File: src/rtl/lpc_rf_pkg.sv
// rtl/lpc_rf_pkg.sv - shared constants, types and helpers for the coefficient register-file arbiter
// Purpose: sizes of the 11 x 32-bit coefficient file, FSM state and grant encodings,
//          and the binary-index to one-hot select conversion used by both file ports.
package lpc_rf_pkg;

   localparam int N_ENTRY = 11;
   localparam int DW      = 32;
   localparam int IW      = 4;

   typedef enum logic [1:0] {
      IDLE = 2'd0,
      WR   = 2'd1,
      RD   = 2'd2,
      RESP = 2'd3
   } state_e;

   typedef enum logic {
      GRANT_WR = 1'b0,
      GRANT_RD = 1'b1
   } grant_e;

   // Out-of-range indices produce an all-zero select so the file is never touched.
   function automatic logic [N_ENTRY-1:0] idx2onehot(input logic [IW-1:0] idx);
      logic [N_ENTRY-1:0] oh;
      oh = '0;
      for (int i = 0; i < N_ENTRY; i++) begin
         if (idx == IW'(i)) begin
            oh[i] = 1'b1;
         end
      end
      return oh;
   endfunction

   function automatic logic idx_oob(input logic [IW-1:0] idx);
      return (idx >= IW'(N_ENTRY));
   endfunction

endpackage

File: src/rtl/lpc_rr_arb2.sv
// rtl/lpc_rr_arb2.sv - two-requester round-robin arbiter (write vs read)
// Purpose: combinational grant between the write and read requesters.
// Ports:
//   clk, reset          - clock, synchronous active-high reset
//   en_i                - arbitration allowed this cycle (controller idle)
//   req_wr_i, req_rd_i  - eligible requests
//   gnt_wr_o, gnt_rd_o  - at most one high
module lpc_rr_arb2
   import lpc_rf_pkg::*;
(
   input  logic clk,
   input  logic reset,
   input  logic en_i,
   input  logic req_wr_i,
   input  logic req_rd_i,
   output logic gnt_wr_o,
   output logic gnt_rd_o
);

   grant_e last_grant_q, last_grant_d;

   // last_grant only moves on contention; an uncontested grant leaves the
   // fairness history untouched.
   always_comb begin
      gnt_wr_o     = 1'b0;
      gnt_rd_o     = 1'b0;
      last_grant_d = last_grant_q;
      if (en_i) begin
         if (req_wr_i && req_rd_i) begin
            if (last_grant_q == GRANT_RD) begin
               gnt_wr_o     = 1'b1;
               last_grant_d = GRANT_WR;
            end else begin
               gnt_rd_o     = 1'b1;
               last_grant_d = GRANT_RD;
            end
         end else begin
            gnt_wr_o = req_wr_i;
            gnt_rd_o = req_rd_i;
         end
      end
   end

   always_ff @(posedge clk) begin
      if (reset) begin
         last_grant_q <= GRANT_RD;
      end else begin
         last_grant_q <= last_grant_d;
      end
   end

endmodule

File: src/rtl/lpc_rf_arbiter.sv
// rtl/lpc_rf_arbiter.sv - access controller sharing the coefficient register file between producer and consumer
// Purpose: arbitrates producer writes and consumer reads onto the one-hot register-file
//          ports, tracking which entries have been written in the current frame.
// Ports:
//   clk, reset                          - clock, synchronous active-high reset
//   wr_valid/wr_ready/wr_idx/wr_data    - producer write request
//   rd_valid/rd_ready/rd_idx            - consumer read request
//   rd_resp_valid/rd_resp_ready/rd_resp_data - read response
//   frame_clr, frame_full               - scoreboard clear / all-written flag
//   err_idx                             - pulse after an out-of-range index is accepted
//   rf_wsel, rf_din, rf_rsel, rf_dout   - register-file interface
module lpc_rf_arbiter
   import lpc_rf_pkg::*;
(
   input  logic               clk,
   input  logic               reset,
   input  logic               wr_valid,
   output logic               wr_ready,
   input  logic [IW-1:0]      wr_idx,
   input  logic [DW-1:0]      wr_data,
   input  logic               rd_valid,
   output logic               rd_ready,
   input  logic [IW-1:0]      rd_idx,
   output logic               rd_resp_valid,
   input  logic               rd_resp_ready,
   output logic [DW-1:0]      rd_resp_data,
   input  logic               frame_clr,
   output logic               frame_full,
   output logic               err_idx,
   output logic [N_ENTRY-1:0] rf_wsel,
   output logic [DW-1:0]      rf_din,
   output logic [N_ENTRY-1:0] rf_rsel,
   input  logic [DW-1:0]      rf_dout
);

   state_e             state_q, state_d;
   logic [N_ENTRY-1:0] sb_q, sb_d;
   logic [N_ENTRY-1:0] wsel_q, wsel_d;
   logic [N_ENTRY-1:0] rsel_q, rsel_d;
   logic [DW-1:0]      din_q, din_d;
   logic [DW-1:0]      resp_data_q, resp_data_d;
   logic               rd_oob_q, rd_oob_d;
   logic               err_q, err_d;
   logic               full_q, full_d;

   logic               is_idle;
   logic               wr_elig, rd_elig;
   logic               gnt_wr, gnt_rd;

   assign is_idle = (state_q == IDLE);
   assign wr_elig = wr_valid;
   // Out-of-range reads never stall; they complete with zero data.
   assign rd_elig = rd_valid & (idx_oob(rd_idx) | (|(sb_q & idx2onehot(rd_idx))));

   lpc_rr_arb2 u_arb (
      .clk      (clk),
      .reset    (reset),
      .en_i     (is_idle),
      .req_wr_i (wr_elig),
      .req_rd_i (rd_elig),
      .gnt_wr_o (gnt_wr),
      .gnt_rd_o (gnt_rd)
   );

   always_comb begin
      state_d     = state_q;
      sb_d        = sb_q;
      wsel_d      = '0;
      rsel_d      = '0;
      din_d       = din_q;
      resp_data_d = resp_data_q;
      rd_oob_d    = rd_oob_q;
      err_d       = 1'b0;

      case (state_q)
         IDLE: begin
            if (gnt_wr) begin
               state_d = WR;
               wsel_d  = idx2onehot(wr_idx);
               din_d   = wr_data;
               err_d   = idx_oob(wr_idx);
            end else if (gnt_rd) begin
               state_d  = RD;
               rsel_d   = idx2onehot(rd_idx);
               rd_oob_d = idx_oob(rd_idx);
               err_d    = idx_oob(rd_idx);
            end
         end
         WR: begin
            // wsel_q is zero for an out-of-range index, so the scoreboard is untouched.
            sb_d    = sb_q | wsel_q;
            state_d = IDLE;
         end
         RD: begin
            resp_data_d = rd_oob_q ? '0 : rf_dout;
            state_d     = RESP;
         end
         RESP: begin
            if (rd_resp_ready) begin
               state_d = IDLE;
            end
         end
         default: state_d = IDLE;
      endcase

      // A clear coinciding with a write wins over that write's scoreboard set.
      if (frame_clr) begin
         sb_d = '0;
      end
      full_d = &sb_d;
   end

   always_ff @(posedge clk) begin
      if (reset) begin
         state_q     <= IDLE;
         sb_q        <= '0;
         wsel_q      <= '0;
         rsel_q      <= '0;
         din_q       <= '0;
         resp_data_q <= '0;
         rd_oob_q    <= 1'b0;
         err_q       <= 1'b0;
         full_q      <= 1'b0;
      end else begin
         state_q     <= state_d;
         sb_q        <= sb_d;
         wsel_q      <= wsel_d;
         rsel_q      <= rsel_d;
         din_q       <= din_d;
         resp_data_q <= resp_data_d;
         rd_oob_q    <= rd_oob_d;
         err_q       <= err_d;
         full_q      <= full_d;
      end
   end

   assign wr_ready      = gnt_wr;
   assign rd_ready      = gnt_rd;
   assign rd_resp_valid = (state_q == RESP);
   assign rd_resp_data  = resp_data_q;
   assign frame_full    = full_q;
   assign err_idx       = err_q;
   assign rf_wsel       = wsel_q;
   assign rf_din        = din_q;
   assign rf_rsel       = rsel_q;

endmodule

File: config.mk
export PLATFORM = sky130hd
export DESIGN_NAME = lpc_rf_arbiter
export DESIGN_NICKNAME = d
export VERILOG_FILES = /design/src/rtl/lpc_rf_pkg.sv /design/src/rtl/lpc_rr_arb2.sv /design/src/rtl/lpc_rf_arbiter.sv
export SDC_FILE = /design/constraint.sdc
export NUM_CORES = 1
export LEC_CHECK = 0
export CELL_PAD_IN_SITES_DETAIL_PLACEMENT = 1
export CELL_PAD_IN_SITES_GLOBAL_PLACEMENT = 2
export CORE_MARGIN = 3
export CORE_UTILIZATION = 23
export CTS_CLUSTER_DIAMETER = 200
export DETAILED_ROUTE_END_ITERATION = 10
export PLACE_DENSITY = 0.78
export SETUP_SLACK_MARGIN = 0.5
export SYNTH_ARGS = -nofsm -noshare
export SYNTH_HDL_FRONTEND = slang
export SYNTH_HIERARCHICAL = 1
export SYNTH_SLANG_ARGS = --single-unit
File: constraint.sdc
create_clock -name clk -period 3.2 [get_ports clk]
set_input_delay 0.32 -clock clk [delete_from_list [all_inputs] [get_ports clk]]
set_output_delay 0.32 -clock clk [all_outputs]
set_load 0.1 [all_outputs]
### Word-level counts from Yosys, hierarchy flattened

Index checks and enable logic that the tools add are counted.

* register bits after elaboration: 103
* input port bits: 78
* output and inout bits: 91
* logic and storage cells: 94

* magnitude comparators: 2
* equality and inequality tests: 25
* multiplexer cells: 37
* bitwise gates (word level): 7
* reduce and logical (&&, ||, !) cells: 13

Operator list (count)
* 4-bit by 3-bit equality test with 1-bit output (second input constant): 8
* 32-bit two-way mux: 1
* 1-bit two-way mux: 30
* 4-bit equality test (second input constant): 6
* 11-bit two-way mux: 2
* 4-bit by 2-bit equality test with 1-bit output (second input constant): 4
* 11-bit AND: 1
* 11-bit OR: 1
* 11-bit AND reduction: 1
* 11-bit OR reduction: 1
* 4-bit by 1-bit equality test with 1-bit output (second input constant): 2
* 4-bit >= comparator (second input constant): 2
* 4-bit logical NOT: 2
* 2-bit one-hot mux with 4 select lines: 1
* 2-bit two-way mux: 3
* 2-bit AND reduction: 3
* 2-bit equality test (second input constant): 2
* 4-bit OR reduction: 1
* 3-bit inequality test (second input constant): 1
* 1-bit NOT: 3
* 3-bit AND reduction: 1
* 3-bit OR reduction: 1
* 2-bit by 1-bit equality test with 1-bit output (second input constant): 1
* 2-bit logical NOT: 1
* other kinds (5): 5

### Depth between registers and ports, before layout

Gate-level depths: netlist of the first run.

* depth in word-level cells: 12
* gate-level depth with buffers: 11
* depth with buffers taken out: 10

### Cells and area by module

The synthesis of the first run kept the hierarchy.

By module, submodules not included
* lpc_rf_arbiter: instances 1, cells an instance 440, area each 3741.1 sq um, seq. area each 2042.0 sq um
* lpc_rr_arb2: instances 1, cells an instance 9, area each 63.8 sq um, seq. area each 20.0 sq um

### Worst setup path after synthesis of the first run

OpenSTA, ideal clock, no wires.

* kind: input port to flip-flop
* start point: input rd_idx[0]
* end point: register din_q[10], in the netlist rf_din[10]
* setup time: 0.132 ns
* data arrival time: 3.971 ns
* required time: 3.068 ns
* path slack: -0.903 ns
* stages: 11
* path buffers: 3
* cell sequence: buf_2 > and4b_1 > a31oi_1 > o211ai_1 > a221o_1 > a21oi_1 > or3b_2 > buf_2 > buf_1 > nand2_1 > a21oi_1

* longest elaborated chain between the ends: 10
* elaborated cells between the ends (all ways): 31
* classes of those cells: order compare: 1; eq/ne: 10; mux: 13; bitwise: 3; reduce/logical: 4

RTL lines
* start: declaration: line lpc_rf_arbiter.sv:23 `input logic [IW-1:0] rd_idx,`
* 4-bit by 1-bit equality test with 1-bit output, or another cell as far along: line lpc_rf_pkg.sv:27 `if (idx == IW'(i)) begin`
* 1-bit two-way mux: line lpc_rf_pkg.sv:27
* 11-bit AND: line lpc_rf_arbiter.sv:53 `assign rd_elig = rd_valid & (idx_oob(rd_idx) | (|(sb_q & idx2onehot(rd_idx))));`
* 11-bit OR reduction: line lpc_rf_arbiter.sv:53
* 1-bit OR (*): line lpc_rf_arbiter.sv:53
* 1-bit AND (*): line lpc_rf_arbiter.sv:53
* net rd_elig: line lpc_rf_arbiter.sv:47 `logic wr_elig, rd_elig;`
* 1-bit logical AND (*): line lpc_rr_arb2.sv:29 `if (req_wr_i && req_rd_i) begin`
* 1-bit two-way mux (*): line lpc_rr_arb2.sv:29
* 1-bit two-way mux (*): line lpc_rr_arb2.sv:28 `if (en_i) begin`
* net wr_ready: line lpc_rf_arbiter.sv:18 `output logic wr_ready,`
* 2-bit AND reduction (no line) (*)
* end signal: assignment: line lpc_rf_arbiter.sv:129 `din_q <= din_d;`
* end: declaration: line lpc_rf_arbiter.sv:40 `logic [DW-1:0] din_q, din_d;`

Mark *: on every way through the listed nets, which the timed path passes. The rest lies on a longest branch.
A chain may end at the register's enable or synchronous reset.

### Final worst setup path of the first run

* start point: input rd_idx[2]
* end point: output wr_ready

* longest elaborated chain between the ends: 9
* elaborated cells between the ends (all ways): 30
* classes of those cells: order compare: 1; eq/ne: 10; mux: 13; bitwise: 3; reduce/logical: 3

RTL lines (line)
* 4-bit by 1-bit equality test with 1-bit output, or another cell as far along: lpc_rf_pkg.sv:27
* 1-bit two-way mux: lpc_rf_pkg.sv:27
* 11-bit AND: lpc_rf_arbiter.sv:53
* 11-bit OR reduction: lpc_rf_arbiter.sv:53
* 1-bit OR (*): lpc_rf_arbiter.sv:53
* 1-bit AND (*): lpc_rf_arbiter.sv:53
* net rd_elig: lpc_rf_arbiter.sv:47
* 1-bit logical AND (*): lpc_rr_arb2.sv:29
* 1-bit two-way mux (*): lpc_rr_arb2.sv:29
* 1-bit two-way mux (*): lpc_rr_arb2.sv:28
* end: declaration: lpc_rf_arbiter.sv:18

Marked as above.

==> impl_metrics.json, run 1 <==
{
  "synth_top_area_share_pct": 54.2,
  "first_pass_iters": 4,
  "grt_max_degree": 74,
  "chipWidth_um": 135,
  "worst-path-max-fanout": 13,
  "nNetsFinal": 690,
  "worstReg2RegEnd": "rf_rsel[8]",
  "fmaxAchievable_mhz": 389,
  "synth_edf_count": 0,
  "setup_tns_ns": 0,
  "overflow": 0,
  "clockBufferDepth": 2,
  "finalSetupViolCount": 0,
  "powerDensity_mw_per_mm2": 517,
  "die_y_um": 135,
  "fin_crit_ns": 2.57,
  "place_ws_ns": -0.0448,
  "place.gp.congestion": 0.744,
  "place_area_mm2": 0.00582,
  "antenna_found_initial": 0,
  "routed_wl_mm": 12.8,
  "ys_top_cells_by_count": "dfxtp_1 (103), a21oi_1 (78), nand2_1 (74), nor2_1 (62), nor3b_1 (35)",
  "setup_ws_ns": 0.630,
  "clk_pin_slew_ns": 0.07,
  "ioPinCount": 169,
  "r2r_start": "sb_q[2]",
  "whs_endpoint": "sb_q[2]",
  "maxSlewViolCount": 0,
  "rr_worst_depth": 10,
  "antenna_cells": 0,
  "clk_latency_ns": 0.34,
  "synth_cell_types": 41,
  "vdd_drop_max_mv": 0.299,
  "critPathCaptureType": "output pin",
  "hold_class": "primary input to register",
  "postSynthCellCount": 449,
  "dp_hpwl_mm": 9.27,
  "seqPwrFrac_pct": 42.4,
  "required_ns": 2.88,
  "start_util_pct": 23.7,
  "synthesis.area_mm2": 0.00380,
  "synth_fp_nets": 527,
  "pwr-share-clk_pct": 35.1,
  "numCtsBuffers": 9,
  "cts_tree": "yes",
  "synthTopCellsByArea": "dfxtp_1 (54%), a21oi_1 (10%), nand2_1 (7.3%)",
  "num_rows": 46,
  "track_usage_pct": 14.1,
  "ant_nets": 0,
  "drive_gt1_share_pct": 9.09,
  "hold_buffers": 0,
  "ys_ff_latch": 103,
  "yosysMostFrequentCell": "dfxtp_1",
  "fin_area_mm2": 0.00617,
  "critPathKind": "primary input to output pin",
  "rrSetupSlack_ns": 0.73,
  "area_growth_pct": 62.1,
  "nFillCells": 1851,
  "status": "finished, final reports clean",
  "ys_seq_area_share_pct": 54.2,
  "cts.sinks": 103,
  "async_reset_ff_share_pct": 0,
  "drcViolationCount": 0,
  "min_delay_path_depth": 3,
  "cts-root-buf": "clkbuf_16",
  "drtIter0Drc": 103,
  "tightest_slew_ns": 1.02,
  "vias": 3678,
  "p_int_mw": 2.18,
  "coreArea_mm2": 0.0161,
  "finClkSkew_ns": 0.00384,
  "pwr-share-comb_pct": 22.5,
  "sw_frac_of_total_pct": 31.6,
  "maxSlewHeadroom_pct": 31.8,
  "grt_pass1_wl_mm": 20.3,
  "arrival_ns": 2.25,
  "start_kind": "primary input",
  "yosysWarnings": 6,
  "dieArea_mm2": 0.0181,
  "rsz0062_at_grt": "yes",
  "htree_levels": 3,
  "synth_top_area_cell": "dfxtp_1",
  "ys.flop_type": "dfxtp_1",
  "cap_violations": 0,
  "port_buffers": 168,
  "hold_viol": 0,
  "synth_area_per_cell_um2": 8.47,
  "power.static_leakage_nw": 2.18,
  "switchingPower_mw": 1.01,
  "wl_per_cell_um": 15.4,
  "grt_pass1_vias": 3986,
  "hold_start": "reset",
  "post-route-util_pct": 38.4,
  "finalCritPeriodShare_pct": 80.3,
  "avgViaCountPerCell": 4.42
}
## cell type report
class	count	area, µm²	area share, %
Inverter	4	15.0	0.243
Tap cell	216	270	4.38
Clock buffer	10	239	3.88
Multi-Input combinational cell	309	1670	27.0
Clock inverter	5	58.8	0.954
Sequential cell	103	2060	33.5
Timing Repair Buffer	185	1850	30.0
## sequential cells by signal, indices dropped and copies added, names as in the netlist, 2 cells and up
register      cells
rf_rsel          11
sb_q             11
rf_wsel          11
rf_din           32
rd_resp_data     32
state_q           2
## metal layers
layer / vias up / wire (µm) / track usage [%] / part of all wire, %
met5: - / 0 / 0 / 0
met4: 0 / 193 / 4.92 / 1.5
met3: 12 / 1080 / 5.85 / 8.4
met2: 106 / 6120 / 24.3 / 48
met1: 1728 / 5390 / 15.5 / 42
li1: 1832 / - / - / -
## kinds of logic (layout without fill, tap and decap cells)
| group | count (synthesis) | in the layout | synth area share (%) |
|---|---|---|---|
| simple gates | 211 | 211 | 27.8 |
| mux | 2 | 2 | 0.526 |
| flops | 103 | 103 | 54.2 |
| compound gates | 96 | 96 | 13.6 |
| buf+inv | 37 | 204 | 3.95 |
## power by group through the flow
stage | registers [mW] | logic [mW] | clock network (mW)
finish | 1.35 | 0.718 | 1.12
global route | 1.36 | 0.756 | 1.22
CTS | 1.35 | 0.726 | 1.17
detailed placement | 1.38 | 0.724 | 0
global placement | 1.38 | 0.713 | 0
floorplan | 1.68 | 0.181 | 0
## worst max path at each step
| stage | start | end |
|---|---|---|
| 2_1_floorplan | rd_idx[0] | rf_wsel[0] |
| 4_1_cts | sb_q[2] | rf_rsel[8] |
| 3_3_place_gp | rd_idx[2] | rf_rsel[8] |
| 3_5_place_dp | rd_idx[2] | rf_rsel[4] |
| 6_report | rd_idx[2] | wr_ready |
| 5_1_grt | rd_idx[1] | wr_ready |
## stage by stage
| step | power (mW) | instances | hold WS, ns |
|---|---|---|---|
| after CTS | 3.25 | 830 | 0.432 |
| after global routing | 3.33 | 832 | 0.453 |
| final | 3.19 | 832 | 0.430 |
| after detailed placement | 2.11 | 812 | 0.447 |
| after floorplan | 1.86 | 449 | 0.396 |
| after global placement | 2.09 | 812 | 0.438 |
## critical path, cell delays in order
cell and delay (ns):
dlygate4sd2_1 0.36, and4b_1 0.24, a31oi_1 0.14, o211ai_1 0.12, a221o_1 0.38, buf_4 0.16, a21oi_4 0.17, buf_4 0.18
buf_12 0.18
## timing repair
action,4_1_cts,5_1_grt
endpoints found under the setup margin,33,12
pin swaps,1,2
buffers inserted,3,2
gates resized for setup,6,5
hold endpoints to repair,0,0
## cell usage in the layout, fill, tap and decap left out, drive strengths merged, types with 3 or more instances in the layout
master         synthesis  final
dfxtp                103    103
buf                   12     22
nor2                  62     62
nand2                 74     74
nand2b                 9      9
or3b                   4      4
dlygate4sd2            0      3
nor3b                 35     35
nor3                   8      8
clkbuf                21     10
a21oi                 79     79
o21ai                  4      4
inv                    4      4
a31oi                  4      4
clkdlybuf4s50          0    159
and2                   3      3
(Power assumes the default switching activity.)
==> run 2, diff against run 1 <==
--- a/config.mk
+++ b/config.mk
@@ -8,10 +8,10 @@
 export CELL_PAD_IN_SITES_DETAIL_PLACEMENT = 1
 export CELL_PAD_IN_SITES_GLOBAL_PLACEMENT = 2
 export CORE_MARGIN = 3
-export CORE_UTILIZATION = 23
+export CORE_UTILIZATION = 21
 export CTS_CLUSTER_DIAMETER = 200
 export DETAILED_ROUTE_END_ITERATION = 10
-export PLACE_DENSITY = 0.78
+export PLACE_DENSITY = 0.75
 export SETUP_SLACK_MARGIN = 0.5
 export SYNTH_ARGS = -nofsm -noshare
 export SYNTH_HDL_FRONTEND = slang
==> constraint.sdc (replaced) <==
create_clock -name clk -period 2.2 [get_ports clk]
set_input_delay 0.22 -clock clk [delete_from_list [all_inputs] [get_ports clk]]
set_output_delay 0.22 -clock clk [all_outputs]
set_load 0.1 [all_outputs]
==> run 2 against run 1 <==
Effect of this change:
- the run now ends with negative setup slack left
- clock-buffer cell count rose by 1
- sequential share of layout area is 2.9 points lower
- power grew 49%
- critical endpoint is now rf_din[13]
==> impl_metrics.json, run 2 (synthesis gave the netlist of run 1 again) <==
{
  "status": "finished, violations left",
  "violations": "negative setup slack",
  "tightest_slew_ns": 0.568,
  "post-route-util_pct": 38.5,
  "finalSetupViolCount": 57,
  "vias": 3879,
  "total_power_mw": 4.74,
  "wl_per_cell_um": 16.0,
  "vdd_drop_max_mv": 0.398,
  "arrival_ns": 2.68,
  "drtIter0Drc": 186,
  "hold_viol": 0,
  "die_y_um": 141,
  "fin_crit_ns": 2.46,
  "layout_commonest_cell": "buf_4",
  "powerDensity_mw_per_mm2": 701,
  "cp_slowest_stage_delay_ns": 0.52,
  "cts-root-buf": "clkbuf_16",
  "critPathKind": "primary input to register",
  "chipWidth_um": 141,
  "rsz0062_at_grt": "yes",
  "antenna_found_initial": 0,
  "place.gp.congestion": 0.738,
  "fmaxAchievable_mhz": 406,
  "drive_gt1_share_pct": 40.7,
  "min_delay_path_depth": 2,
  "pwr-share-comb_pct": 26.8,
  "seqPwrFrac_pct": 42.0,
  "start_kind": "primary input",
  "grt_max_degree": 50,
  "crit_path_top_delay_cell": "or3b_4",
  "clk_latency_ns": 0.35,
  "rrSetupSlack_ns": -0.26,
  "area_growth_pct": 77.7,
  "ant_nets": 0,
  "power.static_leakage_nw": 2.75,
  "maxSlewHeadroom_pct": 62.2,
  "worstSetupStartpoint": "rd_idx[1]",
  "cts_tree": "yes",
  "grt_pass1_vias": 4176,
  "pwr-share-clk_pct": 31.2,
  "grt_pass1_wl_mm": 21.5,
  "required_ns": 2.41,
  "dp_cells": 843,
  "stdcell_count": 871,
  "nNetsFinal": 720,
  "dp_hpwl_mm": 9.55,
  "critical-path-top-delay-family": "compound AO/OA/AOI/OAI gates",
  "p_int_mw": 3.17,
  "maxSlewViolCount": 0,
  "cts.sinks": 103,
  "htree_levels": 3,
  "avgViaCountPerCell": 4.45,
  "track_usage_pct": 13.5,
  "whs_endpoint": "rf_rsel[8]",
  "hold_start": "rd_idx[1]",
  "clockBufferDepth": 2,
  "num_rows": 48,
  "drcViolationCount": 0,
  "switchingPower_mw": 1.57,
  "overflow": 0,
  "finClkSkew_ns": 0.00732,
  "setup_ws_ns": -0.264,
  "ioPinCount": 169,
  "sw_frac_of_total_pct": 33.2,
  "clk_pin_slew_ns": 0.07,
  "mostFrequentLayoutCells": "buf_4 (117), dfxtp_1 (100), clkdlybuf4s50_1 (72)",
  "crit_chain": "dlygate4sd2_1 -> buf_6 -> and4b_1 -> a31oi_1 -> o211ai_1 -> a221o_1 -> a21oi_4 -> or3b_4 -> buf_12 -> buf_16 -> nand2_2 -> a21oi_2",
  "hold_class": "primary input to register",
  "path_buf_inv": 4,
  "critPathCaptureType": "register",
  "finalCritPeriodShare_pct": 112,
  "rr_worst_depth": 10,
  "coreArea_mm2": 0.0175,
  "worstReg2RegEnd": "rf_din[13]",
  "first_pass_iters": 4,
  "antenna_cells": 0,
  "hold_buffers": 0,
  "r2r_start": "sb_q[6]",
  "cap_violations": 0,
  "numCtsBuffers": 9,
  "cp_num_cells": 12,
  "port_buffers": 168,
  "worst-path-max-fanout": 10,
  "start_util_pct": 21.7,
  "dieArea_mm2": 0.0198,
  "routed_wl_mm": 13.9
}
==> run 2: cell types whose count changed in the layout (fill, tap and decap cells not counted), moves of 31 or more <==
| cell | before | now |
|---|---|---|
| a21oi_2 | 1 | 36 |
| clkdlybuf4s50_1 | 159 | 72 |
| buf_4 | 16 | 117 |
| nand2_4 | 0 | 31 |
| a21oi_1 | 76 | 41 |
| nand2_1 | 72 | 39 |
==> run 2: area by class of cell <==
cell class,instances,area [µm²]
multi-input combinational,309,2130
inverter,4,15.0
timing repair buffer,215,2000
sequential,103,2070
fill,2032,10800
clock inverter,4,22.5
clock buffer,11,243
tap,225,282
==> run 2: timing repair <==
item	in CTS	in global routing
buffers inserted	6	3
resized for setup	100	47
endpoints found under the hold margin	0	0
cloned	3	1
pin swaps	39	14
setup endpoints to repair	62	63
==> run 2: how the worst max path moves through the flow <==
stage | slack (ns) | end
6_report | -0.26 | rf_din[13]
3_3_place_gp | -0.67 | rf_rsel[8]
3_5_place_dp | -0.79 | rf_rsel[8]
5_1_grt | -0.39 | rf_rsel[8]
2_1_floorplan | -0.60 | rf_wsel[0]
4_1_cts | -0.28 | rf_rsel[4]
==> run 2: power groups by stage <==
stage | logic (mW) | registers [mW] | clock network (mW)
4_1_cts | 1.20 | 1.98 | 1.56
2_1_floorplan | 0.262 | 2.45 | 0
6_report | 1.27 | 1.99 | 1.48
3_5_place_dp | 1.05 | 2.01 | 0
5_1_grt | 1.33 | 2.00 | 1.64
3_3_place_gp | 1.03 | 2.01 | 0
==> run 2: worst reg2reg max path, stage by stage, from the launching register on <==
cell and delay [ns]:
dfxtp_2 0.32, and4b_1 0.18, a31oi_1 0.13, o211ai_1 0.12, a221o_1 0.42, a21oi_4 0.18, or3b_4 0.52, buf_12 0.18
buf_16 0.15, nand2_2 0.08, a21oi_2 0.05
==> run 2: routing by layer <==
layer,routed length [µm],global-route usage (%)
met4,137,3.21
met1,5540,14.9
met2,7050,23.8
met5,0,0
met3,1200,6.17
==> run 2: stage by stage <==
| stage | area [µm²] | hold WS, ns | setup TNS, ns | worst slack, ns |
|---|---|---|---|---|
| after global placement | 5780 | 0.439 | -34.59 | -0.672 |
| final | 6760 | 0.261 | -9.50 | -0.264 |
| after CTS | 6520 | 0.238 | -11.09 | -0.279 |
| after floorplan | 3910 | 0.296 | -30.72 | -0.600 |
| after detailed placement | 5780 | 0.446 | -38.20 | -0.785 |
| after global routing | 6760 | 0.263 | -15.17 | -0.388 |
==> variant (flow settings as in run 1) <==
Put one more register stage on the output `err_idx`, without a reset. The value now appears one clock later. The other outputs are not delayed to match.
--- a/src/rtl/lpc_rf_arbiter.sv
+++ b/src/rtl/lpc_rf_arbiter.sv
@@ -139,7 +139,9 @@
    assign rd_resp_valid = (state_q == RESP);
    assign rd_resp_data  = resp_data_q;
    assign frame_full    = full_q;
-   assign err_idx       = err_q;
+   always_ff @(posedge clk) begin
+      err_idx <= err_q;
+   end
    assign rf_wsel       = wsel_q;
    assign rf_din        = din_q;
    assign rf_rsel       = rsel_q;
Function: changed (a bounded check fails within 4 cycles, from zero or initial values and one cycle with reset high).
==> variant against run 1 <==
Worst setup slack improved by 0.032 ns. Maximum frequency rose by 1.3%. Critical path depth is 1 higher. Non-clock buffer count fell by 1. Synthesized area rose by 0.53%. Core utilization grew 0.34 points. Sequential cell count increased by 1. Total power is 3.5% higher. First-iteration DRC count is 33% higher. Design area is 0.89% higher. Via count rose by 1.4%. Wire length decreased by 0.68%. Critical path type is now flip-flop to flip-flop. Largest cell class unchanged. Largest power group unchanged.
==> variant: results (changes against run 1) <==
| Metric | Value |
|---|---|
| Vias | 3729 (+1.4%) |
| Metal2 WL | 6142 µm (+0.33%) |
| Largest net degree at the start of global routing | 50 (-32%) |
| Met1 wire length | 5215 µm (-3.2%) |
| Met3 WL post-DR | 1091 µm (+1.1%) |
| Synth area leaders | dfxtp_1 (54%), a21oi_1 (10%), nand2_1 (7.3%) |
| Clk Latency, worst-skew pair | 0.34 ns (about the same) |
| Number of global-route vias before repair | 3985 (-0.025%) |
| Syn avg cell area | 8.500 µm² (+0.30%) |
| DP Cell Count | 812 (unchanged) |
| Worst VDD drop | 0.0002196 V (-27%) |
| Asr flop ratio synth | 0% (unchanged) |
| YS warnings | 6 (unchanged) |
| Slowest stage delay, CP | 0.45 ns (+0.07 ns) |
| Worst slew margin | 32.26% (+0.47 points) |
| Register area share after synthesis | 54.43% (+0.24 points) |
| Drt initial violations | 137 (+33%) |
| Worst Hold Class | flip-flop to flip-flop |
| Gr usage total | 13.94% (-0.12 points) |
| Total Nets Final | 690 (unchanged) |
| Most instantiated cells after synthesis | dfxtp_1 (104), a21oi_1 (78), nand2_1 (74) |
| Status | complete, no violations |
| Pre-Repair DR Iteration Count | 4 (unchanged) |
| Detailed Place HPWL | 9183 µm (-0.89%) |
| PortBufs | 168 (unchanged) |
| Clock Path Buffers | 2 (unchanged) |
| CTS root buf | clkbuf_16 |
| Post-Syn Nets | 528 (+0.19%) |
| CTS Buf Count | 9 (unchanged) |
| Number of flops mapped to enable cells by yosys | 0 (unchanged) |
| Routed wire per std cell | 15.22 µm (-0.92%) |
| CP Max Fanout | 4 (-9) |
| CP arrival | 2.81 ns (+0.56 ns) |
| Layout cells sized above 1 | 9.076% (-0.015 points) |
| Cells on Worst Hold Path | 0 (-3) |
| Most used DFF post-synth | dfxtp_1 |
| CP max-delay cell | or3b_4 |
| Initial antenna violation count | 1 (+1) |
| Sw Ratio | 30.91% (-0.72 points) |
| Via-per-instance ratio | 4.471 (+1.1%) |
| GPL Wtd Cong | 0.7751 (+4.2%) |
| Global-route wire length before repair | 20370 µm (+0.24%) |
| CTS H-tree depth | 3 (unchanged) |
| Max layer used | met4 |
| Clock transition at path regs | 0.07 ns (about the same) |
| Synth cell types | 41 (unchanged) |
| Layout Skew | 0.008033 ns (+0.004195 ns) |
| Leakage | 2.202 nW (+1.2%) |
[variant: layout make-up]
class | instances | area, µm²
Clock inverter | 6 | 90.09
Fill cell | 1831 | 9836
Antenna cell | 1 | 2.502
Inverter | 4 | 15.01
Tap cell | 216 | 270.3
Sequential cell | 104 | 2083
Clock buffer | 10 | 239.0
Multi-Input combinational cell | 309 | 1673
Timing Repair Buffer | 184 | 1849
[variant: repair_timing]
action,CTS,global route
hold buffers,0,0
resized for setup,7,6
pin swaps,2,3
endpoints found under the setup margin,27,55
setup buffers,4,1
[variant: path summary, 6_finish.rpt]
path | from | to | slack, ns
max | sb_q[2]$_SDFF_PP0_ | rf_rsel[8]$_SDFF_PP0_ | 0.66
min | err_q$_SDFF_PP0_ | err_idx$_DFF_P_ | 0.34
max reg2reg | sb_q[2]$_SDFF_PP0_ | rf_rsel[8]$_SDFF_PP0_ | 0.66
min reg2reg | err_q$_SDFF_PP0_ | err_idx$_DFF_P_ | 0.34
[variant: kinds of logic after synthesis]
kind of cell	Yosys count	synth area share, %
AOI/OAI and AO/OA	96	13.51
buffers and inverters	37	3.925
DFF	104	54.43
muxes	2	0.5234
and+or+nand+nor	211	27.61
[variant: worst max-delay path, delay by kind of cell, from the launching register on]
family          cells  cell delay [ns]
simple gates        5             1.13
flops               1             0.35
buf+inv             1             0.05
compound gates      4             0.93
[variant: metal layers]
layer  GRT usage (%)  vias to the layer above
met5               0                        -
met4           4.983                        0
met1           15.67                     1771
met3           5.663                       15
met2           23.87                      105
li1                -                     1838
[variant: through the flow]
stage | area, µm² | power (W) | setup WS (ns)
2_1_floorplan | 3928 | 0.001875 | 0.3004
3_3_place_gp | 5822 | 0.002103 | 0.2037
3_5_place_dp | 5822 | 0.002116 | 0.04374
4_1_cts | 6193 | 0.003364 | 0.4989
5_1_grt | 6222 | 0.003456 | 0.4885
6_report | 6222 | 0.003303 | 0.6617
[variant: power groups by stage]
stage                     Clock, W  Combinational (W)  Sequential [W]
after floorplan                  0           0.000181         0.00169
after global placement           0           0.000709         0.00139
after detailed placement         0           0.000720         0.00140
after CTS                  0.00127           0.000725         0.00137
after global routing       0.00133           0.000757         0.00137
final                      0.00122           0.000717         0.00136
